## config.mk

```make
export PLATFORM = sky130hd
export DESIGN_NAME = jtframe_sdram_arb
export DESIGN_NICKNAME = d
export VERILOG_FILES = /design/src/rtl/jtframe_sdram_arb.sv
export SDC_FILE = /design/constraint.sdc
export NUM_CORES = 1
export LEC_CHECK = 0
export ABC_CLOCK_PERIOD_IN_PS = 3150
export CAP_MARGIN = 20
export CORE_AREA = 10 10 121 123
export CTS_BUF_LIST = sky130_fd_sc_hd__clkbuf_8
export DETAILED_ROUTE_END_ITERATION = 7
export DIE_AREA = 0 0 131 133
export GPL_TIMING_DRIVEN = 0
export PLACE_DENSITY = 0.81
export SYNTH_ARGS = -nofsm -noshare
export SYNTH_HDL_FRONTEND = slang
export SYNTH_SLANG_ARGS = --single-unit
```

## constraint.sdc

```tcl
create_clock -name clk -period 3.15 [get_ports clk]
set_input_delay 0.7875 -clock clk [delete_from_list [all_inputs] [get_ports clk]]
set_output_delay 0.7875 -clock clk [all_outputs]
set_load 0.02 [all_outputs]
```

## src/rtl/jtframe_sdram_arb.sv

```systemverilog
// SDRAM port arbiter: three round-robin ROM readers plus ioctl download writes.
// Optional per-port one-entry read cache enabled by JTFRAME_SDRAM_ARB_CACHE_EN.
module jtframe_sdram_arb #(
  parameter int AW = 22,
  parameter int DW = 16
) (
  input  logic          clk,
  input  logic          rst,
  input  logic          downloading,
  input  logic [21:0]   ioctl_addr,
  input  logic [7:0]    ioctl_data,
  input  logic          ioctl_wr,
  output logic          wr_overrun,
  input  logic          port0_req,
  input  logic          port1_req,
  input  logic          port2_req,
  input  logic [AW-1:0] port0_addr,
  input  logic [AW-1:0] port1_addr,
  input  logic [AW-1:0] port2_addr,
  output logic          port0_ok,
  output logic          port1_ok,
  output logic          port2_ok,
  output logic [DW-1:0] port0_data,
  output logic [DW-1:0] port1_data,
  output logic [DW-1:0] port2_data,
  output logic          sdram_req,
  output logic [AW-1:0] sdram_addr,
  output logic          sdram_we,
  output logic [DW-1:0] sdram_din,
  output logic [1:0]    sdram_wrmask,
  input  logic          sdram_ack,
  input  logic          data_rdy,
  input  logic [DW-1:0] data_read
);

  typedef enum logic [1:0] {
    IDLE, RD_REQ, RD_WAIT, WR_REQ
  } state_t;

  state_t        st;
  logic [1:0]    last;
  logic [1:0]    gnt;
  logic          wr_pend;
  logic [21:0]   wr_addr;
  logic [7:0]    wr_data;
  logic [2:0]    ok_q;
  logic [DW-1:0] data_q [3];
  logic [AW-1:0] addr_a [3];
  logic [2:0]    req;
  logic [1:0]    pick;
  logic          pick_vld;
  logic          rd_done;
  int            idx;

  assign port0_ok   = ok_q[0];
  assign port1_ok   = ok_q[1];
  assign port2_ok   = ok_q[2];
  assign port0_data = data_q[0];
  assign port1_data = data_q[1];
  assign port2_data = data_q[2];

  // A port whose ok is pulsing now is not re-served on that same cycle
  always_comb begin
    addr_a[0] = port0_addr;
    addr_a[1] = port1_addr;
    addr_a[2] = port2_addr;
    req = {port2_req, port1_req, port0_req} & ~ok_q;
  end

  // Round-robin: first requester after last, scanning backwards keeps the nearest
  always_comb begin
    pick     = 2'd0;
    pick_vld = 1'b0;
    idx      = 0;
    for (int k = 3; k >= 1; k--) begin
      idx = (int'(last) + k) % 3;
      if (req[idx]) begin
        pick     = 2'(idx);
        pick_vld = 1'b1;
      end
    end
  end

  // Read finishes on data_rdy in RD_WAIT, or together with the ack in RD_REQ
  always_comb begin
    rd_done = data_rdy &&
      ((st == RD_WAIT) || (st == RD_REQ && sdram_ack));
  end

`ifdef JTFRAME_SDRAM_ARB_CACHE_EN
  logic [AW-1:0] tag [3];
  logic [2:0]    tag_vld;
  logic [2:0]    hit;
  logic [2:0]    hit_1h;

  // Tag compare per port; lowest-index hit is served first
  always_comb begin
    for (int i = 0; i < 3; i++)
      hit[i] = req[i] && tag_vld[i] && (addr_a[i] == tag[i]);
    hit_1h = hit & (~hit + 3'd1);
  end

  // Tag storage: filled on read completion, flushed by any download write
  always_ff @(posedge clk) begin
    if (rst) begin
      tag_vld <= 3'b0;
      for (int i = 0; i < 3; i++) tag[i] <= '0;
    end else begin
      if (rd_done) begin
        tag[gnt]     <= sdram_addr;
        tag_vld[gnt] <= 1'b1;
      end
      if (ioctl_wr) tag_vld <= 3'b0;
    end
  end
`endif

  // Write capture, arbitration FSM and all registered outputs
  always_ff @(posedge clk) begin
    if (rst) begin
      st           <= IDLE;
      last         <= 2'd2;
      gnt          <= 2'd0;
      wr_pend      <= 1'b0;
      wr_addr      <= '0;
      wr_data      <= '0;
      wr_overrun   <= 1'b0;
      ok_q         <= 3'b0;
      sdram_req    <= 1'b0;
      sdram_addr   <= '0;
      sdram_we     <= 1'b0;
      sdram_din    <= '0;
      sdram_wrmask <= 2'b0;
      for (int i = 0; i < 3; i++) data_q[i] <= '0;
    end else begin
      ok_q <= 3'b0;
      if (ioctl_wr && downloading) begin
        if (wr_pend) begin
          wr_overrun <= 1'b1;
        end else begin
          wr_pend <= 1'b1;
          wr_addr <= ioctl_addr;
          wr_data <= ioctl_data;
        end
      end
      unique case (st)
        IDLE: begin
          if (wr_pend) begin
            st           <= WR_REQ;
            sdram_req    <= 1'b1;
            sdram_we     <= 1'b1;
            sdram_addr   <= AW'(wr_addr[21:1]);
            sdram_din    <= {wr_data, wr_data};
            sdram_wrmask <= wr_addr[0] ? 2'b01 : 2'b10;
`ifdef JTFRAME_SDRAM_ARB_CACHE_EN
          end else if (!downloading && hit != 3'b0) begin
            ok_q <= hit_1h;
`endif
          end else if (!downloading && pick_vld) begin
            st         <= RD_REQ;
            gnt        <= pick;
            sdram_req  <= 1'b1;
            sdram_we   <= 1'b0;
            sdram_addr <= addr_a[pick];
          end
        end
        RD_REQ: begin
          if (sdram_ack) begin
            sdram_req <= 1'b0;
            st        <= data_rdy ? IDLE : RD_WAIT;
          end
        end
        RD_WAIT: begin
          if (data_rdy) st <= IDLE;
        end
        WR_REQ: begin
          if (sdram_ack) begin
            sdram_req <= 1'b0;
            wr_pend   <= 1'b0;
            st        <= IDLE;
          end
        end
        default: st <= IDLE;
      endcase
      if (rd_done) begin
        data_q[gnt] <= data_read;
        ok_q[gnt]   <= 1'b1;
        last        <= gnt;
      end
    end
  end

endmodule
```

* Yosys cells after proc, flatten, opt, wreduce, memory -nomap -nowiden
Memory sizes are Yosys's and may differ from the RTL's. Cells that the tools add are included.
Word-level totals: flip-flop bits (word level) 83, bits in writable memories 48, input port bits 121, logic and storage cells 106, memories kept 1
Memories:
- data_q | words 3, width 16, read ports 3, clocked after Yosys merged registers in 0, wr ports 3, line 47 | logic [DW-1:0] data_q [3];
Operators by class: add/subtract/negate cells 3, divide/modulo/power cells 3, $lt $le $gt $ge 6, eq/ne operators 8, mux-type cells 47, bitwise operators 5, reductions and logical operators 20
Operators by type and width (count):
- 32-bit by 4-bit < comparator with 1-bit output (second input constant) | 3
- 32-bit by 3-bit remainder unit with 32-bit output (second input constant) | 3
- 22-bit two-way mux | 4
- 22-bit binary-select mux with 2-bit select | 1
- 1-bit two-way mux | 24
- 2-bit two-way mux | 11
- 16-bit two-way mux | 1
- 16-bit OR reduction | 1
- 2-bit one-hot mux with 4 select lines | 1
- 2-bit AND reduction | 4
- 2-bit by 2-bit adder with 3-bit output (second input constant) | 2
- 1-bit binary-select mux with 2-bit select | 3
- 2-bit inequality test (second input constant) | 3
- 3-bit AND reduction | 2
- 1-bit logical AND | 5
- 2-bit == test (second input constant) | 2
- 4-bit AND reduction | 1
- 2-bit nonzero test | 2
- 2-bit OR reduction | 2
- 2-bit by 1-bit adder with 3-bit output (second input constant) | 1
- 3-bit bitwise AND | 1
- 3-bit greater-or-equal comparator (second input constant) | 1
- 2-bit by 3-bit < comparator with 1-bit output (second input constant) | 1
- 3-bit inequality test (second input constant) | 1
- other kinds (11) | 12

* Logic depth before layout (Yosys ltp)
depth after elaboration 14, depth in mapped cells 11

* Worst setup path before layout
OpenSTA, ideal clock, no wires.
path type in2reg, start point input port0_req, end point register sdram_addr[6], arrival time 2221 ps, slack 798 ps, stages 7, cells stage by stage nand2b_2 > maj3_1 > o211a_1 > buf_2 > buf_6 > a2111oi_0 > o32ai_1
Between the ends: cells in the longest elaborated chain, start to end 13
Ends and longest elaborated chain:
- from (decl) | line 14 | input logic port0_req,
- 3-bit bitwise AND * | line 67 | req = {port2_req, port1_req, port0_req} & ~ok_q;
- 1-bit binary-select mux with 2-bit select | line 77 | if (req[idx]) begin
- 1-bit two-way mux (implied by the code) (2 in a row) | line 77
- 2-bit two-way mux (3 in a row) | line 77
- 2-bit NOT with 3-bit output (implied by the code) | line 164 | sdram_addr <= addr_a[pick];
- 22-bit binary-select mux with 2-bit select | line 164
- 22-bit two-way mux (implied by the code) (2 in a row) | line 164
- 22-bit two-way mux | line 159 | end else if (!downloading && pick_vld) begin
- 22-bit two-way mux | line 148 | if (wr_pend) begin
- to (signal assigned) | line 152 | sdram_addr <= AW'(wr_addr[21:1]);
- to (signal assigned) | line 164
- to (decl) | line 27 | output logic [AW-1:0] sdram_addr,
Mark *: on every way between the ends. The rest lies on a longest branch, timed or not. The select of a mux whose other input is x is not followed. A chain may end at the register's enable or synchronous reset.

* Final worst setup path
start point input port2_req, end point register sdram_addr[1]
Between the ends: cells in the longest elaborated chain, start to end 13
Ends and longest elaborated chain:
- from (decl) | line 16 | input logic port2_req,
- 3-bit bitwise AND * | line 67
- 1-bit binary-select mux with 2-bit select | line 77
- 1-bit two-way mux (implied by the code) (2 in a row) | line 77
- 2-bit two-way mux (3 in a row) | line 77
- 2-bit NOT with 3-bit output (implied by the code) | line 164
- 22-bit binary-select mux with 2-bit select | line 164
- 22-bit two-way mux (implied by the code) (2 in a row) | line 164
- 22-bit two-way mux | line 159
- 22-bit two-way mux | line 148
Marks and branches as above.

==> flow_summary.toml <==
[worst_setup_path]
cp_cell_sequence = "clkdlybuf4s50_1 -> and2b_1 -> o31ai_2 -> nor4_2 -> clkbuf_1 -> a22o_1 -> mux2i_1 -> o32ai_1"
critical_path.top_delay_family = "simple AND/OR/NAND/NOR gates"
cp-end-kind = "flop"
cp.arrival_ns = 3.30
crit_type = "in -> reg"
cp.required_ns = 3.47
startpoint_type = "input port"
critPathMaxStageDelay_ns = 0.74
critPathBufInv = 2
crit_fanout = 10
critPathSlowestCell = "nor4_2"

[timing]
worst_pin_slew_ns = 0.8675
fin_setup_tns_ns = 0
skew_ns = 0.008557
slew_violations = 0
rsz0062_at_grt = "false"
relSlewSlack_pct = 41.68
fmax_mhz = 335.1
setup_violations = 0
period_minus_slack_ns = 2.984
hold_viol = 0
fin_crit_sh_pct = 94.74

[clocking]
clkTransAtPathRegs_ns = 0.07
htree_num_levels = 4
cts_tree = "built"
cts-buffers-inserted = 17
cts_sinks = 123
ctsResizeCount = 0
clockRootBuffer = "clkbuf_8"
post_cts.repair.setup_buffers = 0
cts_buffer_depth = 2
hold_buffers = 0
clk_latency_ns = 0.41

[placement]
dp_hpwl_um = 14290
place_area_mm2 = 0.007764
gp_congestion = 0.9098
io_buffers = 214

[run]
maxCapViolCount = 0

[floorplan]
placementRows = 41
coreArea_mm2 = 0.01236
io_pins = 215
die_w_um = 131
start_util_pct = 43.73
dieArea_mm2 = 0.01742
die_h_um = 133

[yosys]
ys_ff_latch = 123
synthFlopType = "dfxtp_1"
ys_types = 45
synth_nets = 655
yosysSeqAreaShare_pct = 54.43
synth_area_mm2 = 0.005406
syn_avg_cell_area_um2 = 10.16
synth-edff-count = 48
synthArstFlopShare_pct = 0
yosysWarnings = 0
synth_cells = 532

[final_layout]
utilization_pct = 66.45
mostFrequentLayoutCell = "clkdlybuf4s50_1"
layout_common_cells = "clkdlybuf4s50_1, nand2_1, dfxtp_1, a21oi_1, and2_1"
drive_gt1_share_pct = 7.969
antenna_cells = 0
nets = 888
final_area_mm2 = 0.008215
area_growth_pct = 51.96

[route]
wl_um = 18340
via_per_inst = 5.313
wl_per_cell_um = 19.30
drc_errors = 0
vias = 5047
drtIter0Drc = 306
ant_nets = 0
dr.pass1.iters = 5

[pwr]
power_frac_clock_pct = 37.3
p_sw_share_pct = 26.51
combPwrFrac_pct = 20.2
vdd_drop_max_v = 0.0002672
power_density_mw_per_mm2 = 516.1
power_switching_uw = 1124
pwr-share-seq_pct = 42.6
p_leak_uw = 0.003045
p_int_uw = 3116

[global_routing]
grt-ovfl-total = 0
grt_max_degree = 17
track_usage_pct = 20.34
grt_pass1_wl_um = 27770
antenna_found_initial = 0
grt_pass1_vias = 5180

[hold_path]
hp-class = "reg -> reg"

[outcome]
status = "finished clean"
## layout make-up
| cell class | instances | area, µm² |
|---|---|---|
| buffer | 46 | 227.7 |
| tap | 172 | 215.2 |
| multi-input combinational | 352 | 2195 |
| fill | 995 | 4148 |
| clock inverter | 14 | 203.9 |
| timing repair buffer | 214 | 2142 |
| sequential | 123 | 2943 |
| inverter | 11 | 41.29 |
| clock buffer | 18 | 247.7 |
## cell families after synthesis
family / after synthesis / share of synthesized area (%)
AO/OA/AOI/OAI: 127 / 15.81
adder cells (fa/ha/maj): 3 / 0.6479
buffers and inverters: 57 / 4.976
flip-flops: 123 / 54.43
multiplexers: 36 / 6.665
AND/OR/NAND/NOR: 186 / 17.47
## power by group through the flow
stage	clock network [µW]	registers [µW]	logic [µW]
2_1_floorplan	0	1920	340
3_5_place_dp	0	1840	854
6_report	1580	1800	855
5_1_grt	1670	1810	914
3_3_place_gp	0	1830	835
4_1_cts	1590	1800	859
## sequential cells by signal, summed over array words and instances (netlist names)
name	count
st	2
sdram_din	8
gnt	2
sdram_we	1
wr_data	8
sdram_addr	22
sdram_req	1
wr_overrun	1
wr_pend	1
ok_q	3
sdram_wrmask	2
data_q	48
wr_addr	22
last	2
## worst paths after layout
check	endpoint	slack, ns	start	depth (start not counted)
worst min-delay path	sdram_din[8]	0.46	wr_data[0]	2
worst max-delay path	sdram_addr[1]	0.17	port2_req	8
worst min register to register	sdram_din[8]	0.46	wr_data[0]	2
worst max register to register	sdram_addr[1]	0.31	last[0]	9
## per-stage QoR
step                      power [µW]  setup WS, ns  hold slack [ns]  std cells
after CTS                       4257        0.2055           0.4592        950
final                           4240        0.1658           0.4580        950
after floorplan                 2256        0.7982           0.4322        532
after detailed placement        2692       -0.1908           0.4496        918
after global placement          2668       -0.1368           0.4383        918
after global routing            4402       0.06475           0.4784        950
## cell usage after synthesis, types with 2 or more instances
master / instances / share of area [%]
or2_1: 2 / 0.23
a22o_1: 17 / 2.8
nor4b_2: 2 / 0.56
ha_1: 2 / 0.46
nand2_1: 84 / 5.8
nor2b_1: 6 / 0.69
o32ai_1: 22 / 3.6
and2_1: 50 / 5.8
buf_6: 2 / 0.42
a21oi_1: 66 / 6.1
a2111oi_0: 5 / 0.81
nor4_2: 2 / 0.46
o21ai_0: 2 / 0.19
edfxtp_1: 48 / 27
mux2i_1: 36 / 6.7
buf_1: 2 / 0.14
nand3_1: 2 / 0.19
buf_4: 8 / 1.1
a211oi_1: 3 / 0.42
buf_2: 8 / 0.74
nor3_1: 7 / 0.65
clkbuf_1: 26 / 1.8
dfxtp_1: 75 / 28
nor2_1: 17 / 1.2
inv_1: 11 / 0.76
or2_2: 4 / 0.46
o21ai_1: 3 / 0.28
or3_1: 3 / 0.35
## routing by layer
metal  vias up  global-route usage (%)  wire, µm
li1       2349                       -         -
met1      2435                   22.98      7272
met2       246                   34.47      8879
met3        17                   8.909      2003
met4         0                   4.326       180
met5         -                       0         0
## tightest hold or removal path: stages (launching register included)
cell	delay, ns
dfxtp_1	0.31
nand2_1	0.05
a21oi_1	0.05
(Power assumes the default switching activity.)
